--- src/rtl/fp_mul_arb_pkg.sv ---
// Shared types and constants for the floating-point multiplier arbiter.
// Holds the FSM state encoding, the FP word width and the quiet-NaN pattern.
package fp_mul_arb_pkg;

  localparam int FP_W = 32;
  localparam logic [FP_W-1:0] NAN_QUIET = 32'h7FC0_0000;

  typedef enum logic [2:0] {
    IDLE,
    ISSUE,
    WAIT_BUSY,
    WAIT_DONE,
    DELIVER
  } state_e;

  // Width of a requester index; at least one bit even for degenerate counts.
  function automatic int idx_w(input int n);
    return (n > 1) ? $clog2(n) : 1;
  endfunction

endpackage

--- src/rtl/fp_mul_arbiter_if.sv ---
// Request/response and multiplier-driver bundle of fp_mul_arbiter.
// The arbiter takes the slave modport; the requesters and driver take the master side.
interface fp_mul_arbiter_if
  import fp_mul_arb_pkg::*;
#(
  parameter int N_REQ = 4
);

  logic [N_REQ-1:0]      req_valid;
  logic [N_REQ-1:0]      req_ready;
  logic [N_REQ*FP_W-1:0] req_a;
  logic [N_REQ*FP_W-1:0] req_b;
  logic [N_REQ-1:0]      rsp_valid;
  logic [N_REQ-1:0]      rsp_ready;
  logic [N_REQ*FP_W-1:0] rsp_z;

  logic                  mul_start;
  logic [FP_W-1:0]       mul_a;
  logic [FP_W-1:0]       mul_b;
  logic                  mul_busy;
  logic                  mul_done;
  logic [FP_W-1:0]       mul_z;

  modport master (
    output req_valid, req_a, req_b, rsp_ready, mul_busy, mul_done, mul_z,
    input  req_ready, rsp_valid, rsp_z, mul_start, mul_a, mul_b
  );

  modport slave (
    input  req_valid, req_a, req_b, rsp_ready, mul_busy, mul_done, mul_z,
    output req_ready, rsp_valid, rsp_z, mul_start, mul_a, mul_b
  );

endinterface

--- src/rtl/rr_pick.sv ---
// Combinational round-robin picker: first eligible index after last_grant,
// wrapping from N_REQ-1 back to 0.
module rr_pick
  import fp_mul_arb_pkg::*;
#(
  parameter  int N_REQ = 4,
  localparam int GW    = idx_w(N_REQ)
) (
  input  logic [N_REQ-1:0] eligible,
  input  logic [GW-1:0]    last_grant,
  output logic             found,
  output logic [GW-1:0]    idx
);

  always_comb begin : search
    int cand;
    cand  = 0;
    found = 1'b0;
    idx   = '0;
    // k = N_REQ revisits last_grant itself, so a lone requester is never starved.
    for (int k = 1; k <= N_REQ; k++) begin
      cand = int'(last_grant) + k;
      if (cand >= N_REQ) cand = cand - N_REQ;
      if (!found && eligible[cand]) begin
        found = 1'b1;
        idx   = GW'(cand);
      end
    end
  end

endmodule

--- src/rtl/fp_mul_arbiter.sv ---
// Shares one floating-point multiplier driver among N_REQ requesters with
// round-robin selection, per-requester result holding and a completion timeout.
module fp_mul_arbiter
  import fp_mul_arb_pkg::*;
#(
  parameter int N_REQ       = 4,
  parameter int TIMEOUT_CYC = 64
) (
  input  logic            clk,
  input  logic            rst_n,
  fp_mul_arbiter_if.slave bus,
  output logic            timeout_err,
  output logic [15:0]     op_count
);

  localparam int GW = idx_w(N_REQ);
  localparam int TW = $clog2(TIMEOUT_CYC + 1);
  localparam logic [TW-1:0] TMO_LAST = TW'(TIMEOUT_CYC - 1);

  state_e                state_q, state_d;
  logic [GW-1:0]         last_grant_q, last_grant_d;
  logic [GW-1:0]         grant_q, grant_d;
  logic [FP_W-1:0]       mul_a_q, mul_a_d;
  logic [FP_W-1:0]       mul_b_q, mul_b_d;
  logic                  mul_start_q, mul_start_d;
  logic [N_REQ-1:0]      rsp_valid_q, rsp_valid_d;
  logic [N_REQ*FP_W-1:0] rsp_z_q, rsp_z_d;
  logic [15:0]           op_count_q, op_count_d;
  logic                  timeout_err_q, timeout_err_d;
  logic [TW-1:0]         tmo_q, tmo_d;

  logic [N_REQ-1:0]      eligible;
  logic [N_REQ-1:0]      req_ready_c;
  logic                  found;
  logic [GW-1:0]         pick;
  logic                  deliver;
  logic [FP_W-1:0]       deliver_z;

  // A requester still holding an unconsumed result is skipped, not waited on.
  assign eligible = bus.req_valid & ~rsp_valid_q;

  rr_pick #(.N_REQ(N_REQ)) u_rr_pick (
    .eligible  (eligible),
    .last_grant(last_grant_q),
    .found     (found),
    .idx       (pick)
  );

  always_comb begin
    // NOTE: every next-state value starts from its register, so no path leaves a latch.
    state_d       = state_q;
    last_grant_d  = last_grant_q;
    grant_d       = grant_q;
    mul_a_d       = mul_a_q;
    mul_b_d       = mul_b_q;
    mul_start_d   = 1'b0;
    rsp_valid_d   = rsp_valid_q & ~bus.rsp_ready;
    rsp_z_d       = rsp_z_q;
    op_count_d    = op_count_q;
    timeout_err_d = timeout_err_q;
    tmo_d         = tmo_q;
    req_ready_c   = '0;
    deliver       = 1'b0;
    deliver_z     = '0;

    unique case (state_q)
      IDLE: begin
        if (found) begin
          req_ready_c[pick] = 1'b1;
          mul_a_d           = bus.req_a[int'(pick)*FP_W +: FP_W];
          mul_b_d           = bus.req_b[int'(pick)*FP_W +: FP_W];
          grant_d           = pick;
          mul_start_d       = 1'b1;
          state_d           = ISSUE;
        end
      end
      ISSUE: begin
        tmo_d   = '0;
        state_d = WAIT_BUSY;
      end
      WAIT_BUSY, WAIT_DONE: begin
        tmo_d = tmo_q + 1'b1;
        // done is only trusted after busy has been seen, so a stale level is ignored.
        if (state_q == WAIT_DONE && bus.mul_done && !bus.mul_busy) begin
          deliver    = 1'b1;
          deliver_z  = bus.mul_z;
          op_count_d = op_count_q + 16'd1;
        end else if (tmo_q == TMO_LAST) begin
          deliver       = 1'b1;
          deliver_z     = NAN_QUIET;
          timeout_err_d = 1'b1;
        end else if (state_q == WAIT_BUSY && bus.mul_busy) begin
          state_d = WAIT_DONE;
        end
        if (deliver) begin
          rsp_z_d[int'(grant_q)*FP_W +: FP_W] = deliver_z;
          rsp_valid_d[grant_q]                = 1'b1;
          state_d                             = DELIVER;
        end
      end
      DELIVER: begin
        last_grant_d = grant_q;
        state_d      = IDLE;
      end
      default: state_d = IDLE;
    endcase
  end

  // NOTE: state registers use non-blocking assignments so all of them update together.
  always_ff @(posedge clk or negedge rst_n) begin
    if (!rst_n) begin
      state_q       <= IDLE;
      last_grant_q  <= GW'(N_REQ - 1);
      grant_q       <= '0;
      mul_a_q       <= '0;
      mul_b_q       <= '0;
      mul_start_q   <= 1'b0;
      rsp_valid_q   <= '0;
      rsp_z_q       <= '0;
      op_count_q    <= '0;
      timeout_err_q <= 1'b0;
      tmo_q         <= '0;
    end else begin
      state_q       <= state_d;
      last_grant_q  <= last_grant_d;
      grant_q       <= grant_d;
      mul_a_q       <= mul_a_d;
      mul_b_q       <= mul_b_d;
      mul_start_q   <= mul_start_d;
      rsp_valid_q   <= rsp_valid_d;
      rsp_z_q       <= rsp_z_d;
      op_count_q    <= op_count_d;
      timeout_err_q <= timeout_err_d;
      tmo_q         <= tmo_d;
    end
  end

  // The acceptance pulse is decoded from IDLE, so it is masked while reset is held.
  assign bus.req_ready = req_ready_c & {N_REQ{rst_n}};
  assign bus.rsp_valid = rsp_valid_q;
  assign bus.rsp_z     = rsp_z_q;
  assign bus.mul_start = mul_start_q;
  assign bus.mul_a     = mul_a_q;
  assign bus.mul_b     = mul_b_q;
  assign timeout_err   = timeout_err_q;
  assign op_count      = op_count_q;

endmodule

--- src/flat_wrapper.sv ---
// flat-port wrapper written by rule: the top's interface ports become plain ports
module fp_mul_arbiter_flat import fp_mul_arb_pkg::*;
#(
  parameter int N_REQ       = 4,
  parameter int TIMEOUT_CYC = 64
)
  (clk, rst_n, timeout_err, op_count, bus_req_valid, bus_req_a, bus_req_b, bus_rsp_ready, bus_mul_busy, bus_mul_done, bus_mul_z, bus_req_ready, bus_rsp_valid, bus_rsp_z, bus_mul_start, bus_mul_a, bus_mul_b);
  fp_mul_arbiter_if #(.N_REQ(N_REQ)) bus_i ();
  input  logic clk;
  input  logic rst_n;
  output logic timeout_err;
  output logic [15:0] op_count;
  input wire logic [$bits(bus_i.req_valid)-1:0] bus_req_valid;
  input wire logic [$bits(bus_i.req_a)-1:0] bus_req_a;
  input wire logic [$bits(bus_i.req_b)-1:0] bus_req_b;
  input wire logic [$bits(bus_i.rsp_ready)-1:0] bus_rsp_ready;
  input wire logic [$bits(bus_i.mul_busy)-1:0] bus_mul_busy;
  input wire logic [$bits(bus_i.mul_done)-1:0] bus_mul_done;
  input wire logic [$bits(bus_i.mul_z)-1:0] bus_mul_z;
  output wire logic [$bits(bus_i.req_ready)-1:0] bus_req_ready;
  output wire logic [$bits(bus_i.rsp_valid)-1:0] bus_rsp_valid;
  output wire logic [$bits(bus_i.rsp_z)-1:0] bus_rsp_z;
  output wire logic [$bits(bus_i.mul_start)-1:0] bus_mul_start;
  output wire logic [$bits(bus_i.mul_a)-1:0] bus_mul_a;
  output wire logic [$bits(bus_i.mul_b)-1:0] bus_mul_b;
  assign bus_i.req_valid = bus_req_valid;
  assign bus_i.req_a = bus_req_a;
  assign bus_i.req_b = bus_req_b;
  assign bus_i.rsp_ready = bus_rsp_ready;
  assign bus_i.mul_busy = bus_mul_busy;
  assign bus_i.mul_done = bus_mul_done;
  assign bus_i.mul_z = bus_mul_z;
  assign bus_req_ready = bus_i.req_ready;
  assign bus_rsp_valid = bus_i.rsp_valid;
  assign bus_rsp_z = bus_i.rsp_z;
  assign bus_mul_start = bus_i.mul_start;
  assign bus_mul_a = bus_i.mul_a;
  assign bus_mul_b = bus_i.mul_b;
  fp_mul_arbiter #(.N_REQ(N_REQ), .TIMEOUT_CYC(TIMEOUT_CYC)) u_core (.clk(clk), .rst_n(rst_n), .bus(bus_i), .timeout_err(timeout_err), .op_count(op_count));
endmodule
--- config.mk ---
export PLATFORM = sky130hd
export DESIGN_NAME = fp_mul_arbiter_flat
export DESIGN_NICKNAME = d
export VERILOG_FILES = /design/src/rtl/fp_mul_arb_pkg.sv /design/src/rtl/fp_mul_arbiter_if.sv /design/src/rtl/rr_pick.sv /design/src/rtl/fp_mul_arbiter.sv /design/src/flat_wrapper.sv
export SDC_FILE = /design/constraint.sdc
export NUM_CORES = 1
export LEC_CHECK = 0
export ABC_AREA = 1
export CAP_MARGIN = 15
export CORE_AREA = 2 2 203 205
export CTS_CLUSTER_SIZE = 20
export DETAILED_ROUTE_END_ITERATION = 6
export DIE_AREA = 0 0 205 207
export PLACE_DENSITY = 0.69
export SKIP_CTS_REPAIR_TIMING = 1
export SLEW_MARGIN = 15
export SYNTH_ARGS = -nofsm -noshare
export SYNTH_HDL_FRONTEND = slang
export SYNTH_SLANG_ARGS = --single-unit
--- constraint.sdc ---
create_clock -name clk -period 2.06 [get_ports clk]
set_input_delay 0.412 -clock clk [delete_from_list [all_inputs] [get_ports clk]]
set_output_delay 0.412 -clock clk [all_outputs]
set_load 0.02 [all_outputs]
==> results.py, run 1 <==
metrics = {
    "cells_and_area": {
        "multiInputGateArea_um2": 5590,
        "area_delta_synth_final_pct": 63.2,
        "layout_commonest_cell": "clkdlybuf4s50_1",
        "seqCellArea_um2": 5710,
        "nets": 2445,
        "fill_cells": 3846,
        "drive_above_1_share_pct": 11.0,
        "layout_common_cells": "clkdlybuf4s50_1 (512), nand2_1 (388), inv_1 (225), dfrtp_1 (225), o21ai_0 (147)",
    },
    "drt": {
        "viasPerCell": 5.09,
        "initialDrtViolationCount": 1038,
        "wl_um": 51600,
        "first_pass_iters": 7,
        "vias": 13700,
        "wl_per_cell_um": 19.2,
        "route.antenna.remaining_nets": 0,
        "post-route-drc-count": 3,
    },
    "yosys": {
        "synth_xor_area_share_pct": 1.14,
        "yosys.area_share.adder_pct": 1.02,
        "synth_edf_count": 0,
        "ys_ff_latch": 228,
        "synth-compound-area-share_pct": 15.4,
        "synth_cell_types": 35,
        "synthFlopType": "dfrtp_1",
        "synthSimpleGateAreaFrac_pct": 24.7,
        "syn_nets": 1918,
        "ys.warnings.count": 0,
        "syn_avg_cell_area_um2": 7.67,
        "synthMuxAreaShare_pct": 0,
        "synth_area_um2": 12300,
        "synthArstFlopShare_pct": 100,
        "ys_seq_area_share_pct": 46.3,
        "synth_top_family_by_area": "simple AND/OR/NAND/NOR gates",
        "synthCells": 1608,
    },
    "timing": {
        "rsz0062_at_grt": "yes",
        "clock_skew_ns": 0.0199,
        "drv_slew": 0,
        "slew_headroom_pct": 35.0,
        "max_freq_mhz": 350,
        "finalHoldViolCount": 0,
        "tns_ns": -34.74,
        "fin_crit_sh_pct": 139,
        "finalSetupViolCount": 74,
        "tightest_slew_ns": 0.975,
        "hold_slack_ns": 0.397,
        "period_minus_slack_ns": 2.85,
        "setup_slack_ns": -0.793,
    },
    "floorplanning": {
        "initial_core_util_pct": 30.5,
        "die_y_um": 207,
        "coreArea_um2": 40400,
        "dieArea_um2": 42400,
        "rows": 74,
        "fp.dieW_um": 205,
        "pin_count": 518,
    },
    "worst_setup_path": {
        "critical_path.max_stage_delay_ns": 0.73,
        "worstPathArrival_ns": 2.44,
        "critPathTopFamily": "simple AND/OR/NAND/NOR gates",
        "cp.required_ns": 1.65,
        "crit_type": "register to output pin",
        "crit_chain": "inv_8 > nand3_2 > nand3_2 > nand2_4 > buf_4 > nand4_1 > nand2_2 > nor2_4 > nor3_4 > buf_6",
        "crit_path_end_kind": "output pin",
        "cp-start-kind": "register",
        "path_buf_inv": 3,
        "crit_top_cell": "nand3_2",
        "critical-path-slowest-cell": "dfstp_4",
        "crit_fanout": 8,
    },
    "run_status": {
        "status": "finished with violations",
        "violations": "DRC, setup timing",
    },
    "grt": {
        "grt_max_degree": 166,
        "antenna_found_initial": 6,
        "grt_pass1_wl_um": 75900,
        "grt_pass1_vias": 13200,
        "grtUsageTotal_pct": 22.5,
        "grt-ovfl-total": 0,
    },
    "cts": {
        "htree_levels": 1,
        "cts_root_buf": "clkbuf_16",
        "tritoncts": "built",
        "clockBufferDepth": 3,
        "clkTransAtPathRegs_ns": 0.06,
        "clock_latency_ns": 0.56,
        "numCtsBuffers": 27,
        "clock_sinks": 228,
    },
    "power_and_ir_drop": {
        "power_frac_clock_pct": 17.4,
        "pwr-share-comb_pct": 60.9,
        "power_density_nw_per_um2": 1400,
        "p_leak_uw": 0.00933,
        "worst_ir_drop_vdd_uv": 1490,
        "power.switching_uw": 13200,
        "seq_power_share_pct": 21.7,
        "switching_share_pct": 46.9,
        "p_int_uw": 15000,
    },
    "flow_run": {
        "drv_cap": 0,
    },
    "placed_design": {
        "dp.final_hpwl_um": 36400,
        "gp_congestion": 0.943,
        "portBuffers": 517,
    },
    "hold_path": {
        "hp-class": "primary input to register",
    },
}
-- synth_stat cells, types with 3 or more instances --
cell type	n	area [um^2]
dfrtp_1	226	5660
nand3_1	133	666
clkbuf_1	86	323
nand2_1	403	1510
o31ai_1	62	465
o21ai_0	179	896
o211ai_1	58	435
xnor2_1	5	43.8
ha_1	10	125
buf_4	8	60.1
xor2_1	11	96.3
nor2_1	31	116
nor3_1	5	25.0
a21oi_1	7	35.0
inv_2	4	15.0
nand2_2	3	18.8
nand4_1	97	607
o21ai_1	3	15.0
buf_2	26	130
inv_1	230	863
-- metal layers --
metal	vias to the layer above	wire, um	GRT usage (%)
met4	2	1890	8.29
met2	630	25500	38.4
li1	6382	-	-
met3	121	3960	4.77
met5	-	8	0
met1	6562	20300	28.0
-- cells by family (layout without fill, tap and decap cells) --
kind of cell	count (synthesis)	after routing
DFF	228	228
and+or+nand+nor	680	680
adders and majority gates	10	10
other	0	5
AOI/OAI and AO/OA	316	316
buffers and inverters	358	906
xor gates and xnor gates	16	16
-- final cells by class --
class | instances | area share (%)
Clock inverter | 11 | 0.541
Tap cell | 532 | 3.31
Clock buffer | 39 | 4.03
Antenna cell | 5 | 0.0622
Inverter | 236 | 4.48
Timing Repair Buffer | 620 | 31.4
Multi-Input combinational cell | 1022 | 27.8
Sequential cell | 228 | 28.4
-- worst paths after layout --
| path | cells after the start | to | from | slack (ns) |
|---|---|---|---|---|
| max reg2reg | 13 | u_core.bus.mul_a[25]$_DFFE_PN0P_ | u_core.last_grant_q[0]$_DFFE_PN1N_ | -0.58 |
| max in group asynchronous | 4 | u_core.op_count[0]$_DFFE_PN0P_ | rst_n | 0.40 |
| min | 2 | u_core.bus.rsp_valid[1]$_DFF_PN0_ | bus_rsp_ready[1] | 0.40 |
| max | 10 | bus_req_ready[3] | u_core.last_grant_q[0]$_DFFE_PN1N_ | -0.79 |
| min reg2reg | 2 | u_core.bus.mul_b[27]$_DFFE_PN0P_ | u_core.bus.mul_b[27]$_DFFE_PN0P_ | 0.48 |
| min in group asynchronous | 3 | u_core.bus.mul_b[11]$_DFFE_PN0P_ | rst_n | 0.43 |
-- stage by stage --
| stage | power [uW] | cell area, um^2 | std cells | utilization, % | setup WS [ns] |
|---|---|---|---|---|---|
| final | 28200 | 20100 | 2693 | 49.8 | -0.793 |
| after global routing | 30000 | 20100 | 2693 | 49.8 | -0.906 |
| after CTS | 25800 | 19600 | 2673 | 48.5 | -1.28 |
| after detailed placement | 20800 | 18700 | 2623 | 46.2 | -0.911 |
| after global placement | 20600 | 18700 | 2623 | 46.2 | -0.897 |
| after floorplan | 15300 | 12500 | 1608 | - | -0.117 |
-- registers in the layout, summed over array words and instances, names as in the netlist --
signal / flops
u_core.bus.rsp_z: 128
u_core.bus.mul_a: 32
u_core.bus.mul_b: 32
u_core.op_count: 16
u_core.tmo_q: 7
u_core.bus.rsp_valid: 4
u_core.state_q: 3
u_core.grant_q: 2
u_core.last_grant_q: 2
u_core.bus.mul_start: 1
u_core.timeout_err: 1
-- power by group through the flow --
stage / combinational, uW / sequential, uW / clock, uW
after floorplan: 8350 / 6960 / 0
after global placement: 14500 / 6120 / 0
after detailed placement: 14700 / 6120 / 0
after CTS: 14700 / 6080 / 5040
after global routing: 18500 / 6220 / 5220
final: 17200 / 6120 / 4920
-- worst register-to-register path, stage by stage, from the launching register on --
cell	delay, ns
dfstp_4	0.73
inv_8	0.07
nand3_2	0.09
buf_4	0.12
nand2_1	0.08
a31oi_4	0.23
nand2_2	0.10
nor2_4	0.24
buf_4	0.21
buf_12	0.16
nor2_2	0.07
buf_12	0.18
o211ai_1	0.14
nand3_1	0.09
No activity file was read; power rests on OpenSTA's default activity.
==> run 2: changes to the inputs <==
Clock period 2.06 ns to 2.6 ns, I/O delays scaled along.
==> run 2 against run 1 <==
Net effect: the flow still finishes with violations (DRC, setup timing); cell count decreased by 1.1%; global-route usage decreased by 0.079 points; power decreased by 26%; hold slack got worse by 0.041 ns; clock skew decreased by 0.010 ns; non-clock buffer count decreased by 23; final area decreased by 2.6%; count of clock-buffer cells in the layout decreased by 5; clock power decreased by 21%; sequential share of layout area increased by 0.74 points; worst setup slack improved by 0.47 ns; wire length decreased by 4.3%; critical path type unchanged; largest cell class unchanged; highest routed layer is now met4.
==> results.py, run 2 (same netlist as run 1, synthesis figures left out) <==
metrics = {
    "timing": {
        "rsz0062_at_grt": "yes",
        "tightest_slew_ns": 1.08,
        "clock_skew_ns": 0.00982,
        "setup_slack_ns": -0.321,
        "max_freq_mhz": 342,
        "period_minus_slack_ns": 2.92,
        "finalSetupViolCount": 52,
        "finalHoldViolCount": 0,
        "slew_headroom_pct": 28.0,
        "hold_slack_ns": 0.356,
        "fin_crit_sh_pct": 112,
        "drv_slew": 0,
    },
    "cells_and_area": {
        "nets": 2422,
        "layout_commonest_cell": "clkdlybuf4s50_1",
        "drive_above_1_share_pct": 8.59,
        "largest_reg_flops": 128,
        "seqCellArea_um2": 5710,
        "area_delta_synth_final_pct": 59.0,
        "design_area_um2": 19600,
        "fill_cells": 3884,
        "fin_util_pct": 48.5,
        "layout_common_cells": "clkdlybuf4s50_1 (512), nand2_1 (390), inv_1 (228)",
        "multiInputGateArea_um2": 5440,
    },
    "drt": {
        "first_pass_iters": 7,
        "wl_per_cell_um": 18.5,
        "initialDrtViolationCount": 1001,
        "vias": 13600,
        "wl_um": 49400,
        "route.antenna.remaining_nets": 0,
        "viasPerCell": 5.09,
        "post-route-drc-count": 1,
    },
    "cts": {
        "numCtsBuffers": 27,
        "clock_sinks": 228,
        "htree_levels": 1,
        "clkTransAtPathRegs_ns": 0.06,
        "clock_latency_ns": 0.56,
        "tritoncts": "built",
        "cts_root_buf": "clkbuf_16",
        "clockBufferDepth": 3,
    },
    "worst_setup_path": {
        "cp.required_ns": 2.08,
        "worstPathArrival_ns": 2.40,
        "crit_path_end_kind": "output pin",
        "crit_fanout": 7,
        "cp-start-kind": "register",
        "crit_type": "register to output pin",
        "critical_path.max_stage_delay_ns": 0.61,
        "critical-path-slowest-cell": "dfstp_2",
        "path_buf_inv": 3,
        "r2r_slack_ns": -0.16,
        "crit_chain": "clkinv_4 > nand2_4 > nand2_4 > a21oi_1 > a31oi_2 > buf_4 > nand2_1 > nor2_4 > nor3_2 > buf_4",
        "critPathTopFamily": "flip-flops",
    },
    "grt": {
        "grt_pass1_vias": 13300,
        "grt_max_degree": 165,
        "grt-ovfl-total": 0,
        "antenna_found_initial": 3,
        "grt_pass1_wl_um": 76000,
        "grtUsageTotal_pct": 22.5,
    },
    "floorplanning": {
        "dieArea_um2": 42400,
        "initial_core_util_pct": 30.5,
        "die_y_um": 207,
        "rows": 74,
        "pin_count": 518,
        "coreArea_um2": 40400,
        "fp.dieW_um": 205,
    },
    "hold_path": {
        "hp-class": "primary input to async pin",
    },
    "run_status": {
        "status": "finished with violations",
        "violations": "DRC, setup timing",
    },
    "placed_design": {
        "dpl_worst_slack_ns": -0.742,
        "portBuffers": 517,
        "gp_congestion": 0.931,
        "dp.final_hpwl_um": 35700,
        "placedInstanceArea_um2": 18400,
    },
    "power_and_ir_drop": {
        "p_leak_uw": 0.00912,
        "power_density_nw_per_um2": 1060,
        "finalPower_uw": 20800,
        "worst_ir_drop_vdd_uv": 968,
    },
    "flow_run": {
        "drv_cap": 0,
    },
}
-- run 2: cell count changes in the layout (fill, tap and decap cells not counted), sizes merged --
| cell | previous run | this run |
|---|---|---|
| clkinvlp | 1 | 2 |
| diode | 5 | 2 |
| clkbuf | 44 | 34 |
| bufinv | 1 | 2 |
| buf | 102 | 84 |
-- run 2: layer usage --
metal,up-vias,routed length [um],share of wire [%],track usage (%)
met5,-,0,0,0
li1,6345,-,-,-
met1,6504,19800,40,28.9
met2,600,24100,49,37.6
met4,0,1950,3.9,8.86
met3,110,3560,7.2,3.54
-- run 2: final timing paths --
check,cells past startpoint,endpoint,from
worst min-delay path,2,u_core.bus.mul_b[11]$_DFFE_PN0P_,rst_n
min in group clk,1,u_core.op_count[15]$_DFFE_PN0P_,u_core.op_count[15]$_DFFE_PN0P_
worst max-delay path,10,bus_req_ready[3],u_core.last_grant_q[0]$_DFFE_PN1N_
max in group asynchronous,3,u_core.bus.rsp_z[39]$_DFFE_PN0P_,rst_n
worst max register to register,14,u_core.bus.mul_a[21]$_DFFE_PN0P_,u_core.last_grant_q[0]$_DFFE_PN1N_
worst min register to register,1,u_core.op_count[15]$_DFFE_PN0P_,u_core.op_count[15]$_DFFE_PN0P_
-- run 2: report_power, final --
part           switching, uW  total, uW  internal, uW
Combinational           7600      12100          4550
Clock                   1630       3890          2260
Sequential               495       4790          4290
-- run 2: worst reg2reg max path: stages, from the launching register on --
cell and delay, ns:
dfstp_2 0.61, clkinv_4 0.14, nand2_4 0.10, nand2_4 0.08, nand2_1 0.09, nand2_2 0.08
nand2_4 0.08, nand2_2 0.06, nand2_4 0.10, buf_8 0.31, nand3_4 0.16, buf_12 0.23
buf_4 0.22, o211ai_1 0.27, nand3_1 0.11
-- run 2: area by class of cell --
class	instances	area share, %
clock buffers	34	3.84
inverters	236	4.56
diodes	2	0.0255
multi-input cells	1022	27.7
repair buffers	597	30.5
clock inverters	13	0.779
well taps	532	3.40
flip-flops and latches	228	29.1
-- run 2: stage by stage --
step / instances / TNS, ns
after global placement: 2605 / -35.40
final: 2664 / -2.99
after detailed placement: 2605 / -39.19
after floorplan: 1608 / -0.227
after global routing: 2664 / -11.55
after CTS: 2652 / -16.32
